--- src/rtl/register_write_queue_if.sv ---
// Bus bundle between the SPI-side command source / commit controller and register_write_queue.
// REGISTER_WRITE_QUEUE_DROP_COUNT_EN adds the o_DropCount status output.
interface register_write_queue_if #(
    parameter int DEPTH      = 8,
    parameter int ADDR_WIDTH = 15,
    parameter int DATA_WIDTH = 16
);
    localparam int DEPTH_WIDTH = $clog2(DEPTH) + 1;

    logic                   i_RegisterWriteEnable;
    logic [ADDR_WIDTH-1:0]  i_RegisterWriteNumber;
    logic [DATA_WIDTH-1:0]  i_RegisterWriteValue;
    logic                   i_CommitWindow;
    logic                   o_ParamWriteEnable;
    logic [ADDR_WIDTH-1:0]  o_ParamAddress;
    logic [DATA_WIDTH-1:0]  o_ParamValue;
    logic [DEPTH_WIDTH-1:0] o_Depth;
    logic                   o_Overflow;
`ifdef REGISTER_WRITE_QUEUE_DROP_COUNT_EN
    logic [7:0]             o_DropCount;
`endif

    modport master (
        output i_RegisterWriteEnable, i_RegisterWriteNumber, i_RegisterWriteValue, i_CommitWindow,
`ifdef REGISTER_WRITE_QUEUE_DROP_COUNT_EN
        input  o_DropCount,
`endif
        input  o_ParamWriteEnable, o_ParamAddress, o_ParamValue, o_Depth, o_Overflow
    );

    modport slave (
        input  i_RegisterWriteEnable, i_RegisterWriteNumber, i_RegisterWriteValue, i_CommitWindow,
`ifdef REGISTER_WRITE_QUEUE_DROP_COUNT_EN
        output o_DropCount,
`endif
        output o_ParamWriteEnable, o_ParamAddress, o_ParamValue, o_Depth, o_Overflow
    );
endinterface

--- src/rtl/register_write_queue.sv ---
// Edge-detects SPI write commands, queues them and replays one per cycle during the commit window.
// Optional REGISTER_WRITE_QUEUE_DROP_COUNT_EN adds a saturating dropped-write counter (o_DropCount).
module register_write_queue #(
    parameter int DEPTH      = 8,
    parameter int ADDR_WIDTH = 15,
    parameter int DATA_WIDTH = 16
) (
    input logic                  i_Clock,
    input logic                  i_Reset,
    register_write_queue_if.slave bus
);
    localparam int                 PTR_WIDTH  = $clog2(DEPTH);
    localparam logic [PTR_WIDTH:0] FULL_COUNT = (PTR_WIDTH + 1)'(DEPTH);
    localparam logic [PTR_WIDTH:0] PTR_ONE    = (PTR_WIDTH + 1)'(1);

    typedef struct packed {
        logic [ADDR_WIDTH-1:0] addr;
        logic [DATA_WIDTH-1:0] data;
    } entry_t;

    entry_t                mem_q [DEPTH];
    entry_t                head;
    logic                  enable_last_q;
    logic [PTR_WIDTH:0]    wr_ptr_q, wr_ptr_d;
    logic [PTR_WIDTH:0]    rd_ptr_q, rd_ptr_d;
    logic [PTR_WIDTH:0]    count;
    logic                  param_we_q, param_we_d;
    logic [ADDR_WIDTH-1:0] param_addr_q, param_addr_d;
    logic [DATA_WIDTH-1:0] param_value_q, param_value_d;
    logic                  overflow_q, overflow_d;
    logic                  new_cmd, flush, push_req, full, empty, pop, push, drop;

    // The extra pointer bit separates full (MSBs differ) from empty (pointers equal).
    assign count    = wr_ptr_q - rd_ptr_q;
    assign full     = (count == FULL_COUNT);
    assign empty    = (count == '0);
    assign head     = mem_q[rd_ptr_q[PTR_WIDTH-1:0]];

    assign new_cmd  = bus.i_RegisterWriteEnable & ~enable_last_q;
    assign flush    = new_cmd & (&bus.i_RegisterWriteNumber);
    assign push_req = new_cmd & ~flush;
    assign pop      = bus.i_CommitWindow & ~empty & ~flush;
    assign push     = push_req & (~full | pop);
    assign drop     = push_req & full & ~pop;

`ifdef REGISTER_WRITE_QUEUE_DROP_COUNT_EN
    logic [7:0] drop_count_q, drop_count_d;
    assign bus.o_DropCount = drop_count_q;
`endif

    always_comb begin
        // NOTE: every combinational output gets a default first so no path infers a latch.
        wr_ptr_d      = wr_ptr_q;
        rd_ptr_d      = rd_ptr_q;
        param_we_d    = pop;
        param_addr_d  = param_addr_q;
        param_value_d = param_value_q;
        overflow_d    = overflow_q;
`ifdef REGISTER_WRITE_QUEUE_DROP_COUNT_EN
        drop_count_d  = drop_count_q;
`endif
        if (push) wr_ptr_d = wr_ptr_q + PTR_ONE;
        if (pop) begin
            rd_ptr_d      = rd_ptr_q + PTR_ONE;
            param_addr_d  = head.addr;
            param_value_d = head.data;
        end
        if (flush) begin
            rd_ptr_d   = wr_ptr_q;
            overflow_d = 1'b0;
`ifdef REGISTER_WRITE_QUEUE_DROP_COUNT_EN
            drop_count_d = '0;
`endif
        end else if (drop) begin
            overflow_d = 1'b1;
`ifdef REGISTER_WRITE_QUEUE_DROP_COUNT_EN
            if (drop_count_q != 8'hFF) drop_count_d = drop_count_q + 8'd1;
`endif
        end
    end

    always_ff @(posedge i_Clock or posedge i_Reset) begin
        if (i_Reset) begin
            // A level already high at reset release must not look like a fresh command.
            enable_last_q <= 1'b1;
            wr_ptr_q      <= '0;
            rd_ptr_q      <= '0;
            param_we_q    <= 1'b0;
            param_addr_q  <= '0;
            param_value_q <= '0;
            overflow_q    <= 1'b0;
`ifdef REGISTER_WRITE_QUEUE_DROP_COUNT_EN
            drop_count_q  <= '0;
`endif
        end else begin
            // NOTE: state registers use non-blocking assignments so all updates see pre-edge values.
            enable_last_q <= bus.i_RegisterWriteEnable;
            wr_ptr_q      <= wr_ptr_d;
            rd_ptr_q      <= rd_ptr_d;
            param_we_q    <= param_we_d;
            param_addr_q  <= param_addr_d;
            param_value_q <= param_value_d;
            overflow_q    <= overflow_d;
`ifdef REGISTER_WRITE_QUEUE_DROP_COUNT_EN
            drop_count_q  <= drop_count_d;
`endif
        end
    end

    // NOTE: storage is not reset; the pointers alone define which entries are valid.
    always_ff @(posedge i_Clock) begin
        if (push) mem_q[wr_ptr_q[PTR_WIDTH-1:0]] <= '{addr: bus.i_RegisterWriteNumber,
                                                     data: bus.i_RegisterWriteValue};
    end

    assign bus.o_ParamWriteEnable = param_we_q;
    assign bus.o_ParamAddress     = param_addr_q;
    assign bus.o_ParamValue       = param_value_q;
    assign bus.o_Depth            = count;
    assign bus.o_Overflow         = overflow_q;
endmodule

--- src/flat_wrapper.sv ---
// flat-port wrapper written by rule: the top's interface ports become plain ports
module register_write_queue_flat 
#(
    parameter int DEPTH      = 8,
    parameter int ADDR_WIDTH = 15,
    parameter int DATA_WIDTH = 16
)
  (i_Clock, i_Reset, bus_i_RegisterWriteEnable, bus_i_RegisterWriteNumber, bus_i_RegisterWriteValue, bus_i_CommitWindow, bus_o_ParamWriteEnable, bus_o_ParamAddress, bus_o_ParamValue, bus_o_Depth, bus_o_Overflow);
  register_write_queue_if #(.DEPTH(DEPTH), .ADDR_WIDTH(ADDR_WIDTH), .DATA_WIDTH(DATA_WIDTH)) bus_i ();
  input logic i_Clock;
  input logic i_Reset;
  input wire logic [$bits(bus_i.i_RegisterWriteEnable)-1:0] bus_i_RegisterWriteEnable;
  input wire logic [$bits(bus_i.i_RegisterWriteNumber)-1:0] bus_i_RegisterWriteNumber;
  input wire logic [$bits(bus_i.i_RegisterWriteValue)-1:0] bus_i_RegisterWriteValue;
  input wire logic [$bits(bus_i.i_CommitWindow)-1:0] bus_i_CommitWindow;
  output wire logic [$bits(bus_i.o_ParamWriteEnable)-1:0] bus_o_ParamWriteEnable;
  output wire logic [$bits(bus_i.o_ParamAddress)-1:0] bus_o_ParamAddress;
  output wire logic [$bits(bus_i.o_ParamValue)-1:0] bus_o_ParamValue;
  output wire logic [$bits(bus_i.o_Depth)-1:0] bus_o_Depth;
  output wire logic [$bits(bus_i.o_Overflow)-1:0] bus_o_Overflow;
  assign bus_i.i_RegisterWriteEnable = bus_i_RegisterWriteEnable;
  assign bus_i.i_RegisterWriteNumber = bus_i_RegisterWriteNumber;
  assign bus_i.i_RegisterWriteValue = bus_i_RegisterWriteValue;
  assign bus_i.i_CommitWindow = bus_i_CommitWindow;
  assign bus_o_ParamWriteEnable = bus_i.o_ParamWriteEnable;
  assign bus_o_ParamAddress = bus_i.o_ParamAddress;
  assign bus_o_ParamValue = bus_i.o_ParamValue;
  assign bus_o_Depth = bus_i.o_Depth;
  assign bus_o_Overflow = bus_i.o_Overflow;
  register_write_queue #(.DEPTH(DEPTH), .ADDR_WIDTH(ADDR_WIDTH), .DATA_WIDTH(DATA_WIDTH)) u_core (.i_Clock(i_Clock), .i_Reset(i_Reset), .bus(bus_i));
endmodule
--- config.mk ---
export PLATFORM = sky130hd
export DESIGN_NAME = register_write_queue_flat
export DESIGN_NICKNAME = d
export VERILOG_FILES = /design/src/rtl/register_write_queue_if.sv /design/src/rtl/register_write_queue.sv /design/src/flat_wrapper.sv
export SDC_FILE = /design/constraint.sdc
export NUM_CORES = 1
export LEC_CHECK = 0
export CORE_ASPECT_RATIO = 0.8
export CORE_UTILIZATION = 53
export DETAILED_ROUTE_END_ITERATION = 6
export GPL_TIMING_DRIVEN = 0
export MAX_ROUTING_LAYER = met4
export PLACE_DENSITY = 0.72
export SYNTH_ARGS = -nofsm -noshare
export SYNTH_HDL_FRONTEND = slang
export SYNTH_SLANG_ARGS = --single-unit
--- constraint.sdc ---
create_clock -name i_Clock -period 5.5 [get_ports i_Clock]
set_input_delay 0.825 -clock i_Clock [delete_from_list [all_inputs] [get_ports i_Clock]]
set_output_delay 0.825 -clock i_Clock [all_outputs]
set_load 0.05 [all_outputs]
==> metrics.txt, run 1 <==
Initial Util 0.546; RSZ-0062 raised after global routing no; clk buf depth 3; kind of cell adding the most delay to the critical path buffers and inverters; worst hold slack approximately 0.49 ns; Peak Freq about 0.21 GHz; RePlAce Congestion ~0.8; slew margin rel. 0.356; first-pass GRT wire length 36700 um; CTS root buf clkbuf_16; Final setup viols 0; Design Power ~7.7 mW; critical path fanouts, max 11; power share of the sequential group 0.371; CTS tree done; switching power 2.67 mW; Vias/cell 5.82; share of cells above drive strength 1 0.237; Die ar. about 22000 um^2; sw frac 0.348; area leader, netlist edfxtp_1; Post-Synth Adder-Cell Area 0.00724; Layout area overhead 19.6%; Logic pwr share 0.395; Core Rows 47; WS Path Type register to output pin; dpl hpwl between 15000 and 20000 um; CTS Hold Bufs 0; Slew @ Worst Pin 0.961 ns; Pwr per Cell Area about 560 nW/um^2; GR Overflow Total 0; Skew-Pair Late Insertion Delay roughly 0.55 ns; R2R depth 12; Synth Area in XOR/XNOR 0.00461; H-tree depth 1; Die Span X ~170 um; final slew viol count 0; Num CTS Buffers 28; # fillers between 1k and 1.5k; worst ir drop on vdd roughly 0.00042 V; synth cell count leaders edfxtp_1, nand2_1, mux4_2; Die Height roughly 130 um; Tmin final ~4.7 ns; Tightest Hold Check Type register to register; Seq/Total Area, Yosys 0.745; Worst setup EP type output pin; largest net degree at the start of global routing 32; port bufs slightly above 70; Ports just over 70; Final Cycle Share 0.847; post-CTS sizing 0; CP Data Required Time between 4 and 5 ns; CP Launch Type register; post-synth cell types between 40 and 50; most frequent cell after synthesis edfxtp_1; clock-pin slew on the worst setup and hold paths around 0.06 ns; hold violation count in the final report 0; post-synthesis compound-gate area fraction 0.0103; Multi-input gate area between 2000 and 3000 um^2; Synth top area share 0.653; top cells by area, synth edfxtp_1, mux4_2, dfrtp_1, mux2_4, nand2_1; Register Area between 8000 and 9000 um^2; cells along the critical path clkbuf_1 > inv_1 > buf_1 > ha_1 > and3b_1 > o21ai_1 > and2_1 > clkdlybuf4s50_1; Crit-path slowest cell clkdlybuf4s50_1; # DRC 6; slowest stage delay, CP around 0.81 ns; Hold Path Depth 1; max-capacitance violation count 0; post-CTS setup buffers 0; Syn Area/Cell between 15 and 20 um^2; Detailed Routing Iterations Pass 1 7; GRT Resource Usage Total 0.232; ys flop type edfxtp_1; cell-internal power 5.00 mW; Synth Area in Simple Gates 0.0543; syn_nets between 600 and 700; Core Area roughly 21000 um^2; failing checks design-rule violations; leakage roughly 4.8 nW; Final ANT Viol Nets 0; antenna violations before repair 0; number of synthesized register bits 290; Setup Skew roughly 0.027 ns; Mapped Cells 590; EDFF count, synth around 250; Clock Sinks 290; multiplexer share of the synthesized area 0.164; Clk network pwr share 0.234; fin nets roughly 750; Cell Area, Synth between 10000 and 15000 um^2; Post-synth ARST share 0.145; combinational family with the most area after synthesis multiplexers; WL per Instance approximately 24 um; synth warn 0; WP depth 8; Initial DRC Count roughly 560; CP bufs+invs 4; number of global-route vias before repair 6133; final WL 23800 um; DR vias between 5k and 6k; CP arrival about 3.8 ns; outcome complete, but fails checks
## path summary, 6_finish.rpt
kind	start	end	slack, ns
min	u_core.bus.o_ParamAddress[10]$_DFFE_PP0P_	u_core.bus.o_ParamAddress[10]$_DFFE_PP0P_	0.49
min reg2reg	u_core.bus.o_ParamAddress[10]$_DFFE_PP0P_	u_core.bus.o_ParamAddress[10]$_DFFE_PP0P_	0.49
min in group asynchronous	i_Reset	u_core.bus.o_ParamValue[0]$_DFFE_PP0P_	0.54
max	u_core.rd_ptr_q[1]$_DFFE_PP0P_	bus_o_Depth[3]	0.84
max in group asynchronous	i_Reset	u_core.enable_last_q$_DFF_PP1_	4.38
max reg2reg	u_core.rd_ptr_q[1]$_DFFE_PP0P_	u_core.mem_q[1][11]$_DFFE_PP_	1.24
## placed cells by master, fill, tap and decap left out, drive strengths merged, types with 2 or more instances in the layout
cell           Yosys  routed
nor2b              3       3
clkbuf            11      53
a21oi              2       2
nor3               6       6
clkdlybuf4s50      0      71
nand3              8       8
and2               2       2
nor4               3       3
o21ai              4       4
mux2              32      32
nand2            105     105
nor2               7       7
a21o               2       2
nand4              3       3
xnor2              5       5
mux4              62      62
clkinv             1      10
a22oi              2       2
buf               15      36
o211ai             2       2
inv                8       8
ha                 5       5
edfxtp           248     248
dfrtp             41      41
and3               2       2
## area by class of cell
cell class	instances	share of cell area
flip-flops and latches	290	0.623
multi-input cells	265	0.204
repair buffers	92	0.0728
clock buffers	42	0.0567
well taps	269	0.0247
plain buffers	26	0.00963
clock inverters	10	0.00596
inverters	9	0.00248
diodes	1	0.000183
## state kept, by name, indices dropped and copies added (netlist names)
register / cells
u_core.mem_q: 248
u_core.bus.o_ParamValue: 16
u_core.bus.o_ParamAddress: 15
u_core.rd_ptr_q: 4
u_core.wr_ptr_q: 4
u_core.bus.o_Overflow: 1
u_core.bus.o_ParamWriteEnable: 1
u_core.enable_last_q: 1
## cell families (layout without fill, tap and decap cells)
family | after synthesis | in the layout
other | 0 | 1
AND/OR/NAND/NOR | 143 | 143
adder cells (fa/ha/maj) | 6 | 6
AO/OA/AOI/OAI | 16 | 16
XOR/XNOR | 6 | 6
buffers and inverters | 35 | 179
flip-flops | 290 | 290
multiplexers | 94 | 94
## power groups by stage
stage / combinational, mW / sequential [mW] / clock [mW]
2_1_floorplan: 1.72 / 3.30 / 0
3_3_place_gp: 2.92 / 2.89 / 0
3_5_place_dp: 3.04 / 2.89 / 0
4_1_cts: 3.06 / 2.85 / 1.83
5_1_grt: 3.23 / 2.88 / 1.91
6_report: 3.03 / 2.85 / 1.79
## metrics by stage
step | util | TNS, ns | cell area [um^2] | instances | setup WS, ns
5_1_grt | 0.653 | 0 | 13600 | 1003 | 0.680
6_report | 0.653 | 0 | 13600 | 1004 | 0.842
3_5_place_dp | 0.612 | 0 | 12800 | 951 | 1.20
2_1_floorplan | - | 0 | 11400 | 590 | 0.454
3_3_place_gp | 0.597 | -312.17 | 12500 | 930 | -2.10
4_1_cts | 0.653 | 0 | 13600 | 1003 | 0.790
## worst reg2reg max path, delay by kind of cell (launching register included)
family	cells	cell delay [ns]
flops	1	0.38
buf+inv	6	1.67
fa+ha+maj	1	0.35
simple gates	5	1.60
## per-layer routing
metal  wire (um)  GRT usage  vias up
li1            -          -     2553
met1       10300      0.317     3061
met2       11700      0.371      190
met3        1390     0.0398       41
met4         460     0.0576        0
met5           0          -        -
Note: power is estimated with default switching activity, not from simulation.
==> run 2: changes to the inputs <==
clock period = 4 ns   (was 5.5 ns; I/O delays follow)
==> run 2 against run 1 <==
Compared with the run above:
- the run still ends with design-rule violations left
- power up 40%
- core utilization up 0.92 points
- critical path depth up 2
- critical endpoint is now u_core.mem_q[1][13]$_DFFE_PP_
==> metrics.txt, run 2 (synthesis results as in run 1) <==
final slew viol count 0 (unchanged); DP Cell Count 944 (was 951); first-pass GRT wire length 36000 um (was 36700 um); Pwr per Cell Area 777 nW/um^2 (was 562 nW/um^2); Skew-Pair Late Insertion Delay 0.54 ns (was 0.55 ns); Largest register FFs 248 (unchanged); Tmin final between 3 and 4 ns; Ports 72 (unchanged); most common cell after layout, fill and taps aside edfxtp_1 (unchanged); max-capacitance violation count 0 (unchanged); met3 Usage GRT 0.0330 (was 0.0398); hold violation count in the final report 0 (unchanged); dpl hpwl 14800 um (was 15400 um); outcome complete, but fails checks (unchanged); RSZ-0062 raised after global routing no (unchanged); Num CTS Buffers 28 (unchanged); H-tree depth 1 (unchanged); number of global-route vias before repair 6098 (was 6133); antenna violations before repair 0 (unchanged); port bufs 71 (unchanged); critical path fanouts, max 15 (was 11); WL per Instance 23.2 um (was 23.8 um); WS Path Type register to register (was register to output pin); share of cells above drive strength 1 0.250 (was 0.237); Initial DRC Count 477 (was 559); CTS tree done (unchanged); GRT Resource Usage Total 0.227 (was 0.232); clk buf depth 3 (unchanged); CTS Hold Bufs 0 (unchanged); most crowded layer after global routing met2 (unchanged); most frequent cells in the layout edfxtp_1, nand2_1, clkdlybuf4s50_1, mux4_2, dfrtp_1 (unchanged); Core Area 20900 um^2 (unchanged); fin nets 751 (was 753); Final Cycle Share 0.934; RePlAce Congestion 0.800 (was 0.813); Die ar. 22100 um^2 (unchanged); Layout area overhead 21.3% (was 19.6%); clock-pin slew on the worst setup and hold paths 0.06 ns (about the same); Peak Freq between 0.2 and 0.3 GHz; Detailed Routing Iterations Pass 1 7 (unchanged); CP Launch Type register (unchanged); Core Rows 47 (unchanged); ant diodes 0 (was 1); Clock Sinks 290 (unchanged); worst ir drop on vdd 0.000444 V (was 0.000420 V); utilization of the core after routing 0.663 (was 0.653); Die Span X 166 um (unchanged); largest net degree at the start of global routing 32 (unchanged); Final ANT Viol Nets 0 (unchanged); CP Data Required Time 4.24 ns (was 4.68 ns); DP Worst Slack -0.341 ns (was 1.20 ns); CTS root buf clkbuf_16 (unchanged); Initial Util 0.546 (unchanged); Slew @ Worst Pin 0.909 ns (was 0.961 ns); worst setup margin 0.262 ns (was 0.842 ns); failing checks design-rule violations (unchanged); # DRC 4 (was 6); Tightest Hold Check Type primary input to async pin (was register to register); Final setup viols 0 (unchanged); Die Height 133 um (unchanged); DR vias 5768 (was 5845); GR Overflow Total 0 (unchanged); final WL 23200 um (was 23800 um); met1 usage 0.305 (was 0.317); Setup Skew 0.00937 ns (was 0.0274 ns); GRT met2 Usage 0.373 (was 0.371); Vias/cell 5.76 (was 5.82); Non-Filler Instances 1001 (was 1004); Design Power 10.7 mW (was 7.67 mW); leakage 4.88 nW (was 4.78 nW); Worst setup EP type register (was output pin); slew margin rel. 0.393 (was 0.356); CP arrival 3.98 ns (was 3.83 ns)
-- run 2: cell count changes in the layout (fill, tap and decap cells not counted), sizes merged --
cell,previous run,this run
clkinv,10,7
buf,36,34
clkbuf,53,55
bufinv,1,2
clkdlybuf4s50,71,70
clkinvlp,0,1
diode,1,0
dlymetal6s2s,0,1
inv,8,7
-- run 2: stage by stage --
step                      TNS (ns)  hold WS (ns)  cell area [um^2]
after floorplan             -22.19         0.569             11400
after global placement     -374.09         0.471             12500
after detailed placement    -24.15         0.482             12800
after CTS                        0         0.352             13800
after global routing             0         0.382             13800
final                            0         0.352             13800
-- run 2: critical path, cell delays in order, from the launching register on --
cell and delay [ns]:
dfrtp_1 0.39, buf_2 0.28, clkinv_2 0.26, ha_1 0.40, and3b_1 0.22, or3_4 0.41, nand3_1 0.18, nand2_1 0.31
nor3_4 0.57, buf_16 0.22, buf_16 0.17
-- run 2: metal layers --
metal	part of all wire	vias to the layer above	wire [um]
li1	-	2550	-
met1	0.42	2980	9850
met2	0.50	202	11600
met3	0.061	36	1410
met4	0.018	0	427
met5	0	-	0
-- run 2: worst paths after layout --
check	slack (ns)	cells after the start	to	start
setup / recovery	0.26	10	u_core.mem_q[1][13]$_DFFE_PP_	u_core.rd_ptr_q[2]$_DFFE_PP0P_
hold / removal	0.35	2	u_core.bus.o_ParamAddress[13]$_DFFE_PP0P_	i_Reset
setup reg to reg	0.26	10	u_core.mem_q[1][13]$_DFFE_PP_	u_core.rd_ptr_q[2]$_DFFE_PP0P_
hold reg to reg	0.50	1	u_core.bus.o_ParamAddress[9]$_DFFE_PP0P_	u_core.bus.o_ParamAddress[9]$_DFFE_PP0P_
max in group asynchronous	3.09	3	u_core.enable_last_q$_DFF_PP1_	i_Reset
min in group i_Clock	0.50	1	u_core.bus.o_ParamAddress[9]$_DFFE_PP0P_	u_core.bus.o_ParamAddress[9]$_DFFE_PP0P_
-- run 2: area by class of cell --
type	instances	area [um^2]
sequential	290	8500
fill	1319	7050
inverter	9	38.8
buffer	25	128
tap	269	337
multi-input combinational	265	2810
timing repair buffer	91	1070
clock inverter	8	105
clock buffer	44	841
-- run 2: what timing repair did --
action | CTS | global route
gates resized for setup | 2 | 1
buffers inserted | 2 | 4
pin swaps | 0 | 3
endpoints found under the setup margin | 162 | 37
-- run 2: power by group --
| part | total (mW) | leakage, nW | internal (mW) | switching, mW |
|---|---|---|---|---|
| Sequential | 3.92 | 2.74 | 3.72 | 0.200 |
| Combinational | 4.19 | 1.67 | 1.79 | 2.40 |
| Clock | 2.64 | 0.467 | 1.57 | 1.07 |
==> variant: new RTL, settings of run 1 <==
`DEPTH` is set to 8 in 3 places; all go to 16.
--- a/src/rtl/register_write_queue_if.sv
+++ b/src/rtl/register_write_queue_if.sv
@@ -1,7 +1,7 @@
 // Bus bundle between the SPI-side command source / commit controller and register_write_queue.
 // REGISTER_WRITE_QUEUE_DROP_COUNT_EN adds the o_DropCount status output.
 interface register_write_queue_if #(
-    parameter int DEPTH      = 8,
+    parameter int DEPTH      = 16,
     parameter int ADDR_WIDTH = 15,
     parameter int DATA_WIDTH = 16
 );
--- a/src/rtl/register_write_queue.sv
+++ b/src/rtl/register_write_queue.sv
@@ -1,7 +1,7 @@
 // Edge-detects SPI write commands, queues them and replays one per cycle during the commit window.
 // Optional REGISTER_WRITE_QUEUE_DROP_COUNT_EN adds a saturating dropped-write counter (o_DropCount).
 module register_write_queue #(
-    parameter int DEPTH      = 8,
+    parameter int DEPTH      = 16,
     parameter int ADDR_WIDTH = 15,
     parameter int DATA_WIDTH = 16
 ) (
--- a/src/flat_wrapper.sv
+++ b/src/flat_wrapper.sv
@@ -1,7 +1,7 @@
 // flat-port wrapper written by rule: the top's interface ports become plain ports
 module register_write_queue_flat 
 #(
-    parameter int DEPTH      = 8,
+    parameter int DEPTH      = 16,
     parameter int ADDR_WIDTH = 15,
     parameter int DATA_WIDTH = 16
 )
Ports: changed (resized bus_o_Depth); port bits go from 72 to 73. The function was not compared with the original's and may differ.
==> variant against run 1 <==
  * Sequential cell count grew 250
  * Core utilization shrank 1.8 points
  * Power grew 68%
  * Final area grew 80%
  * Synthesized area grew 84%
  * Wire length grew 95%
  * Worst setup slack lost 260 ps
  * Hold slack lost 12 ps
  * Maximum frequency shrank 5.3%
  * Sequential share of layout area grew 2.9 points
==> variant: results (changes against run 1) <==
Worst hold path
  – Hold Path Cell Cnt: 2 (+1)
  – Hold EP: u_core.bus.o_ParamAddress[7]$_DFFE_PP0P_
  – Hold_sp: u_core.bus.o_ParamAddress[7]$_DFFE_PP0P_

Finish
  – Antenna Cells: 0 (-1)
  – Clk_buf instances: 71 (+69%)
  – Register area: 16,000 µm² (+88%)
  – Design area: 24,500 µm² (+80%)
  – Area Growth Syn to Fin: 17.1%
  – Inverter count: 10 (+1)
  – Fillers: 2,681 (+96%)
  – Ratio of cells with drive above 1 in the final layout: 0.204 (-0.0330)
  – Count of sequential standard cells: 540 (+86%)
  – Comb_multi_in: 493 (+86%)
  – Footprint of the multi-input gates: 4730 µm² (+70%)
  – Layout Nets: 1,292 (+72%)

Setup path
  – Worst Path Max Fanout: 10 (-1)
  – Worst R2R Setup Slack: 820 ps (-420 ps)
  – Worst R2R End: u_core.mem_q[12][14]$_DFFE_PP_
  – Worst endpoint data arrival time: 4100 ps (+270 ps)
  – Reg2Reg Launch Point: u_core.rd_ptr_q[2]$_DFFE_PP0P_

Placed design
  – GPL Wtd Cong: 0.774 (-4.8%)
  – Port bufs: 72 (+1.4%)
  – Post-DP Area: 23,000 µm² (+80%)
  – Inst Count DP: 1,722 (+81%)

Route
  – Drt first pass iters: 5 (-2)
  – Final wirelength: 46,600 µm (+95%)
  – Initial drt markers: 1,276 (+130%)
  – Vias: 10,800 (+84%)
  – Met3 Wirelength: 4090 µm (+190%)
  – Vias per Instance: 5.94 (+1.9%)

Clocking
  – CTS H-tree depth: 2 (+1)
  – Clock latency on the worst-skew pair: 590 ps (+40 ps)
  – CTS Buf Count: 51 (+82%)

STA
  – Slew HR: 0.371 (+0.0149)
  – Max Clock Skew: 21.0 ps (-6.43 ps)
  – Min Hold Slack: 481 ps (-12.0 ps)

Global route
  – Largest net degree at the start of global routing: 30 (-6.3%)
  – Met3 usage: 0.0443 (+0.00449)

Yosys
  – Area contributors post-synth: edfxtp_1 (71%), mux4_2 (13%), dfrtp_1 (5.1%), nand2_1 (3.5%), o21ai_0 (0.88%)
  – EDFF count, synth: 496 (+100%)
  – Distinct cells, synth: 40 (-4.8%)
  – Syn nets: 1,146 (+82%)
  – FFs w/ async S/R, synth: 0.0815 (-0.0633)

Power and ir drop
  – Maximum vdd drop: 267 µV (-36%)

Status
  – Status: finished clean
-- variant: changes by cell type after synthesis, moves of 7 or more --
cell / before / now
buf_4: 0 / 11
nor2_1: 7 / 17
nand2_1: 105 / 195
a21oi_1: 1 / 8
mux4_2: 62 / 124
nand3_1: 8 / 35
edfxtp_1: 248 / 496
mux2_4: 29 / 0
clkbuf_1: 11 / 27
o21ai_1: 1 / 26
o21ai_0: 3 / 37
-- variant: cells by family (layout without fill, tap and decap cells) --
kind of cell | count (synthesis) | after routing | share of synthesized area
and+or+nand+nor | 272 | 272 | 0.0551
xor gates and xnor gates | 11 | 11 | 0.00460
muxes | 125 | 125 | 0.134
DFF | 540 | 540 | 0.764
buffers and inverters | 68 | 256 | 0.0166
adders and majority gates | 10 | 10 | 0.00633
AOI/OAI and AO/OA | 75 | 75 | 0.0200
-- variant: worst max path at each step --
stage,start,endpoint,depth (start not counted)
3_3_place_gp,u_core.rd_ptr_q[2]$_DFFE_PP0P_,u_core.mem_q[9][12]$_DFFE_PP_,11
4_1_cts,u_core.rd_ptr_q[2]$_DFFE_PP0P_,bus_o_Depth[4],9
6_report,u_core.rd_ptr_q[2]$_DFFE_PP0P_,bus_o_Depth[4],9
3_5_place_dp,u_core.rd_ptr_q[2]$_DFFE_PP0P_,u_core.mem_q[12][12]$_DFFE_PP_,12
5_1_grt,u_core.rd_ptr_q[2]$_DFFE_PP0P_,bus_o_Depth[4],9
2_1_floorplan,u_core.rd_ptr_q[1]$_DFFE_PP0P_,u_core.mem_q[12][0]$_DFFE_PP_,11
-- variant: report_power, final --
| group | switching [mW] | internal, mW |
|---|---|---|
| Clock | 1.48 | 1.86 |
| Sequential | 0.159 | 4.85 |
| Combinational | 2.80 | 1.76 |
| Total | 4.43 | 8.47 |
